`src/rtl/subtractor_operand_feeder.sv`:
```
// Operand feeder for the |A-B| subtractor: queues operand pairs, drives the
// start/done handshake one pair at a time and presents each magnitude on a
// valid/ready result port holding at most one pending result.
module subtractor_operand_feeder #(
  parameter int WIDTH = 8,
  parameter int DEPTH = 4
) (
  input  logic             clock,
  input  logic             reset,
  input  logic             in_valid,
  output logic             in_ready,
  input  logic [WIDTH-1:0] in_A,
  input  logic [WIDTH-1:0] in_B,
  output logic             sub_start,
  output logic [WIDTH-1:0] sub_data_A,
  output logic [WIDTH-1:0] sub_data_B,
  input  logic             sub_done,
  input  logic [WIDTH-1:0] sub_result,
  output logic             res_valid,
  input  logic             res_ready,
  output logic [WIDTH-1:0] res_data,
  output logic             busy
);

  localparam int PTR_W = (DEPTH > 1) ? $clog2(DEPTH) : 1;
  localparam int CNT_W = $clog2(DEPTH + 1);
  localparam logic [CNT_W-1:0] FULL_CNT = CNT_W'(DEPTH);

  typedef enum logic [1:0] {
    IDLE      = 2'd0,
    ISSUE     = 2'd1,
    WAIT_BUSY = 2'd2,
    WAIT_DONE = 2'd3
  } state_t;

  state_t state;
  state_t state_nxt;

  logic [WIDTH-1:0] mem_A [DEPTH];
  logic [WIDTH-1:0] mem_B [DEPTH];
  logic [PTR_W-1:0] wr_ptr;
  logic [PTR_W-1:0] rd_ptr;
  logic [CNT_W-1:0] count;

  logic push;
  logic pop;
  logic capture;

  // Full flag ignores a same-cycle pop so in_ready never depends on sub_done.
  assign in_ready   = (count != FULL_CNT);
  assign push       = in_valid && in_ready;
  assign sub_data_A = mem_A[rd_ptr];
  assign sub_data_B = mem_B[rd_ptr];
  assign busy       = (state != IDLE) || (count != '0);

  // FIFO storage: operand data is not reset, only the occupancy tracking is.
  always_ff @(posedge clock) begin
    if (push) begin
      mem_A[wr_ptr] <= in_A;
      mem_B[wr_ptr] <= in_B;
    end
  end

  // FIFO pointers and occupancy; pointers wrap naturally since DEPTH is a power of two.
  always_ff @(posedge clock) begin
    if (reset) begin
      wr_ptr <= '0;
      rd_ptr <= '0;
      count  <= '0;
    end else begin
      if (push) wr_ptr <= wr_ptr + 1'b1;
      if (pop)  rd_ptr <= rd_ptr + 1'b1;
      case ({push, pop})
        2'b10:   count <= count + 1'b1;
        2'b01:   count <= count - 1'b1;
        default: count <= count;
      endcase
    end
  end

  // Handshake state register.
  always_ff @(posedge clock) begin
    if (reset) state <= IDLE;
    else       state <= state_nxt;
  end

  // Next state, Moore start output, and the pop/capture strobes.
  always_comb begin
    state_nxt = state;
    sub_start = 1'b0;
    pop       = 1'b0;
    capture   = 1'b0;
    case (state)
      IDLE: begin
        // Only issue when the result slot is free (or freeing this cycle).
        if ((count != '0) && (!res_valid || res_ready)) state_nxt = ISSUE;
      end
      ISSUE: begin
        sub_start = 1'b1;
        // Subtractor loads the FIFO head on this edge; a done still low from
        // a job abandoned by reset simply stretches ISSUE.
        if (sub_done) begin
          pop       = 1'b1;
          state_nxt = WAIT_BUSY;
        end
      end
      WAIT_BUSY: begin
        if (!sub_done) state_nxt = WAIT_DONE;
      end
      WAIT_DONE: begin
        if (sub_done) begin
          capture   = 1'b1;
          state_nxt = IDLE;
        end
      end
      default: state_nxt = IDLE;
    endcase
  end

  // Single-entry result slot; a capture on the transfer edge keeps valid high.
  always_ff @(posedge clock) begin
    if (reset) begin
      res_valid <= 1'b0;
      res_data  <= '0;
    end else if (capture) begin
      res_valid <= 1'b1;
      res_data  <= sub_result;
    end else if (res_ready) begin
      res_valid <= 1'b0;
    end
  end

endmodule
```
`config.mk`:
```
export PLATFORM = sky130hd
export DESIGN_NAME = subtractor_operand_feeder
export DESIGN_NICKNAME = d
export VERILOG_FILES = /design/src/rtl/subtractor_operand_feeder.sv
export SDC_FILE = /design/constraint.sdc
export NUM_CORES = 1
export LEC_CHECK = 0
export BUFFER_PORTS_ARGS = -buffer_cell sky130_fd_sc_hd__clkbuf_2
export CORE_UTILIZATION = 40
export CTS_CLUSTER_DIAMETER = 80
export DETAILED_ROUTE_END_ITERATION = 16
export PLACE_DENSITY = 0.72
export SYNTH_ARGS = -nofsm -noshare
export SYNTH_HDL_FRONTEND = slang
export SYNTH_SLANG_ARGS = --single-unit
```
`constraint.sdc`:
```
create_clock -name clock -period 2.05 [get_ports clock]
set_clock_uncertainty 0.2 [all_clocks]
set_input_delay 0.205 -clock clock [delete_from_list [all_inputs] [get_ports clock]]
set_output_delay 0.205 -clock clock [all_outputs]
set_load 0.02 [all_outputs]
```
# Yosys cells after proc, flatten, opt, wreduce, memory -nomap -nowiden
# Memory sizes are Yosys's and may differ from the RTL's. A register that Yosys moved wholly into a read port is not among the register bits.
# Index checks and enable logic that the tools add are counted.
dict set report totals {
  regBits 18
  mem_bits_rw 64
  out_inout_bits 28
  inputBits 29
  memories 2
  wordCells 51
}
dict set report op_classes {
  muxes 18
  n_reduce_logical 11
  addsub 4
  n_eq_ne 10
}
# name words width rd rd_ports_with_merged_regs write_ports line_no
set mem_list {}
lappend mem_list {mem_A 4 8 1 1 1 39} ;# logic [WIDTH-1:0] mem_A [DEPTH];
lappend mem_list {mem_B 4 8 1 1 1 40} ;# logic [WIDTH-1:0] mem_B [DEPTH];
# operator n
set ops {}
lappend ops {{2-bit two-way mux} 8}
lappend ops {{1-bit two-way mux} 8}
lappend ops {{2-bit != test, second input constant} 4}
lappend ops {{2-bit case mux with 4 select lines} 1}
lappend ops {{2-bit == test, second input constant} 3}
lappend ops {{3-bit case mux with 2 select lines} 1}
lappend ops {{2-bit nonzero test} 3}
lappend ops {{2-bit by 1-bit adder with 2-bit output, second input constant} 2}
lappend ops {{2-bit by 1-bit == test with 1-bit output, second input constant} 2}
lappend ops {{4-bit AND reduction} 1}
lappend ops {{3-bit by 1-bit adder with 3-bit output, second input constant} 1}
lappend ops {{3-bit != test, second input constant} 1}
lappend ops {{3-bit nonzero test} 1}
lappend ops {{3-bit by 1-bit subtractor with 3-bit output, second input constant} 1}
lappend ops {{1-bit logical AND} 2}
lappend ops {{2-bit logical NOT} 1}
lappend ops {{1-bit logical OR} 2}
lappend ops {{1-bit logical NOT} 1}

# Longest topological paths before layout
dict set report depth {
  word_depth 5
  mapped_depth 8
  mapped_depth_nobuf 8
}

# Worst setup path before layout
# Ideal clock, no wire load.
dict set report synth_path {
  kind {flip-flop to flip-flop}
  from {register state[1]}
  to {register count[2]}
  path_buffers 0
  stages_incl_launch_ff 9
  setup_ns 0.071
  arrival_time_ns 2.107
  required_time_ns 1.779
  slack_ns -0.328
  period_less_slack_ns 2.378
  cell_sequence {dfxtp_1 -> inv_1 -> ha_1 -> and2_1 -> ha_1 -> fa_1 -> xnor2_1 -> or3_2 -> a21oi_1}
}
dict set report synth_between {
  elab_chain_len 4
  word_cells_on_any_way 6
  classes_between {eq/ne: 3; mux: 2; reduce/logical: 1}
}
# element line_no
set synth_lines {}
lappend synth_lines {{start, declared} 36} ;# state_t state;
lappend synth_lines {{start signal, assigned} 84} ;# else state <= state_nxt;
lappend synth_lines {{2-bit by 1-bit == test with 1-bit output (*)} 93} ;# case (state)
lappend synth_lines {{1-bit two-way mux (*)} 93}
lappend synth_lines {{via pop} 46} ;# logic pop;
lappend synth_lines {{2-bit by 1-bit == test with 1-bit output / 2-bit == test (equally long branches)} 73} ;# case ({push, pop})
lappend synth_lines {{3-bit case mux with 2 select lines / 2-bit nonzero test (equally long branches)} -}
lappend synth_lines {{end signal, assigned} 74} ;# 2'b10: count <= count + 1'b1;
lappend synth_lines {{end signal, assigned} 75} ;# 2'b01: count <= count - 1'b1;
lappend synth_lines {{end signal, assigned} 76} ;# default: count <= count;
lappend synth_lines {{end, declared} 43} ;# logic [CNT_W-1:0] count;
# Mark *: on every way through the listed nets, which the timed path passes. The rest lies on a longest branch.
# A chain may end at the register's enable or synchronous reset.

# Worst setup path in the final report
# Same ends and word-level chain as after synthesis.

==> key figures <==
Run status
  – Status: finished, violations left
  – Failing checks: negative setup slack

Clock tree
  – CTS max path bufs: 2
  – CTS tree: done
  – Clock buffer count from CTS: 9
  – Worst-Skew Late Latency: around 340 ps
  – CTS root buffer: clkbuf_8
  – CTS clock-pin slew for the worst setup and hold paths: roughly 80 ps
  – H-tree depth: 3
  – CTS sink count: 84

Power and ir drop
  – Max VDD drop: approximately 0.46 mV
  – Internal power: ~3300 uW
  – Static Leak: approximately 0.0016 uW
  – Power Dens Cells: 1050 nW/um^2
  – Clock power share: 0.280
  – Seq pwr share: 0.459
  – Switching share of power: 0.276
  – Comb pwr share: 0.261
  – Psw: between 1000 and 1500 uW

GRT
  – First-pass GRT wire length: around 9500 microns
  – GRT Resource Usage Total: 0.152
  – Number of global-route vias before repair: between 1.5k and 2k
  – Grt ovf: 0
  – Initial antenna violation count: 0
  – Largest net degree at the start of global routing: 19

Cells and area
  – ANT cells: 0
  – Area Growth Syn to Fin: 31.6%
  – Cell area after layout: 4300 sq um
  – Layout cell share with drive strength beyond 1: 0.434
  – Fin nets: ~320

Detailed routing
  – Routed WL: about 6000 microns
  – DRT iter0 DRCs: between 70 and 80
  – Via count: 1889
  – Number of vias per cell: ~4.8
  – TritonRoute pass-1 iters: 4
  – Wirelength per Cell: around 16 microns
  – Number of routed nets with antenna violations: 0
  – DR DRC count: 0

Yosys
  – Syn nets: ~230
  – Syn. warnings: 0
  – Cells after Synth: ~190
  – Netlist cell types: 29
  – Synthesized cell area: approximately 3300 sq um
  – Sequential element share of the synthesized area: 0.711
  – Number of synthesized register bits: 84
  – Mapped Avg Cell Area: ~17 sq um

Floorplan
  – Die width: roughly 90 microns
  – FP Rows: 32
  – DIE AREA: between 8000 and 9000 sq um
  – Core Footprint: roughly 8000 sq um
  – # IOs: 57
  – Vert. Die Dim: 92.4 microns
  – Initial Util: 0.418

Placement
  – Detail Placement HPWL: around 3700 microns
  – IO buf count: 56
  – Pre-CTS setup slack: -44.9 ps
  – GP Congestion: 0.756
  – Placed Area: 3730 sq um

Setup path
  – Setup crit end kind: flip-flop
  – Crit path max fanout: 2
  – Critical path startpoint category: flip-flop
  – CP Class: reg -> reg
  – CP required: between 2000 and 2500 ps
  – Crit path max-delay family: adder cells
  – Most used cell, CP: ha_4
  – Slowest stage cell, crit path: fa_2
  – Worst Path Arrival: 2140 ps
  – Critical Path Max Stage Delay: between 300 and 400 ps
  – CP bufs+invs: 1
  – CP Cell Sequence: inv_2, ha_4, and2_4, ha_4, fa_2, xnor2_2, or3_4, a21oi_2

Timing
  – Slew of the pin with the lowest slew margin: between 400 and 500 ps
  – Final hold violation count: 0
  – Crit path time final: around 2100 ps
  – WHS: ~36 ps
  – Final setup TNS: -18.0 ps
  – Setup violations, final: 1
  – Max-slew violations: 0
  – Worst rel slew slack: 0.705
  – Worst setup margin: -18.0 ps
  – RSZ-0062 raised after global routing: true
  – Fin crit share: 1.01
  – Peak Freq: ~480 MHz

Hold path
  – HP Class: in -> reg

Flow run
  – Maxcap violations: 0
==> state kept, by name, indices dropped and copies added (netlist names), named ones only <==
name and flops:
mem_A 32, mem_B 32, res_data 8, count 3, rd_ptr 2, state 2
wr_ptr 2, res_valid 1
==> worst register-to-register path, cell delays in order (launching register included) <==
cell	delay (ps)
dfxtp_2	340
inv_2	50
ha_4	150
and2_4	140
ha_4	160
fa_2	350
xnor2_2	150
or3_4	330
a21oi_2	130
==> metrics by stage <==
stage	cells	util	power [uW]
floorplan	189	-	2770
global placement	345	0.477	3050
detailed placement	345	0.477	3090
CTS	389	0.545	4470
global route	390	0.551	4710
finish	390	0.551	4490
==> cell usage after synthesis, drive strengths merged <==
library cell	count	area, sq um
nor4b	1	8.76
mux2i	2	20.0
ha	9	113
a21o	2	15.0
or3b	1	8.76
o21ai	1	5.00
nor2	5	18.8
buf	7	45.0
mux4	16	360
edfxtp	64	1920
a311oi	1	8.76
clkbuf	3	11.3
and2	1	6.26
or3	1	7.51
or4	1	7.51
nand3	11	55.1
dfxtp	20	400
a21oi	12	67.6
xnor2	2	17.5
o211a	1	10.0
and3	4	30.0
nand2	13	48.8
mux2	1	15.0
fa	1	20.0
inv	7	26.3
xor2	2	17.5
==> cells by family (layout without fill, tap and decap cells) <==
group                      after synthesis  in the layout  share of synthesized area
buffers and inverters                   17            116                     0.0253
and+or+nand+nor                         38             38                     0.0586
DFF                                     84             84                      0.711
adders and majority gates               10             10                     0.0406
muxes                                   19             19                      0.121
xor gates and xnor gates                 4              4                     0.0107
AOI/OAI and AO/OA                       17             17                     0.0326
==> final timing paths <==
check	endpoint	slack, ps	depth (start not counted)	from
worst max-delay path	count[2]	-20	8	state[1]
worst min-delay path	wr_ptr[1]	40	3	in_valid
worst max register to register	count[2]	-20	8	state[1]
worst min register to register	res_data[4]	260	2	res_data[4]
==> cell usage in the layout (no fill, tap or decap), types with 2 or more instances in the layout <==
| cell | Yosys | layout |
|---|---|---|
| edfxtp_1 | 64 | 64 |
| clkbuf_2 | 0 | 55 |
| dlygate4sd3_1 | 0 | 25 |
| mux4_2 | 16 | 16 |
| dfxtp_1 | 20 | 15 |
| nand2_1 | 13 | 12 |
| nand3_1 | 11 | 11 |
| buf_4 | 0 | 11 |
| a21oi_1 | 10 | 9 |
| clkbuf_8 | 0 | 9 |
| ha_1 | 9 | 6 |
| inv_1 | 7 | 5 |
| nor2_1 | 5 | 5 |
| and3_2 | 4 | 4 |
| dfxtp_2 | 0 | 4 |
| a21oi_2 | 2 | 3 |
| ha_4 | 0 | 3 |
| inv_2 | 0 | 2 |
| a21o_1 | 2 | 2 |
| xor2_1 | 2 | 2 |
| mux2i_1 | 2 | 2 |
| clkinv_4 | 0 | 2 |
| bufinv_16 | 0 | 2 |
==> layout make-up <==
cell class	instances	area, sq um
inverter	7	26.3
clock buffer	9	124
multi-input combinational	88	942
clock inverter	6	90.1
sequential	84	2330
fill	625	3510
tap	102	128
timing repair buffer	94	658
==> power groups by stage <==
stage | clock network [uW] | logic [uW] | registers [uW]
final | 1260 | 1170 | 2060
after global routing | 1360 | 1270 | 2080
after CTS | 1290 | 1130 | 2050
after detailed placement | 0 | 1010 | 2090
after global placement | 0 | 976 | 2080
after floorplan | 0 | 680 | 2090
==> layer usage <==
layer	track usage	wire length, microns
met1	0.177	2690
met2	0.265	3070
met3	0.0394	261
met4	0.0625	56
met5	0	0
==> repair_timing <==
item | 4_1_cts | 5_1_grt
gates cloned | 0 | 1
buffers inserted | 4 | 0
endpoints found under the hold margin | 73 | 0
setup endpoints to repair | 2 | 12
pin swaps | 5 | 1
hold buffers | 25 | 0
resized for setup | 6 | 7
No activity file was read; power rests on OpenSTA's default activity.
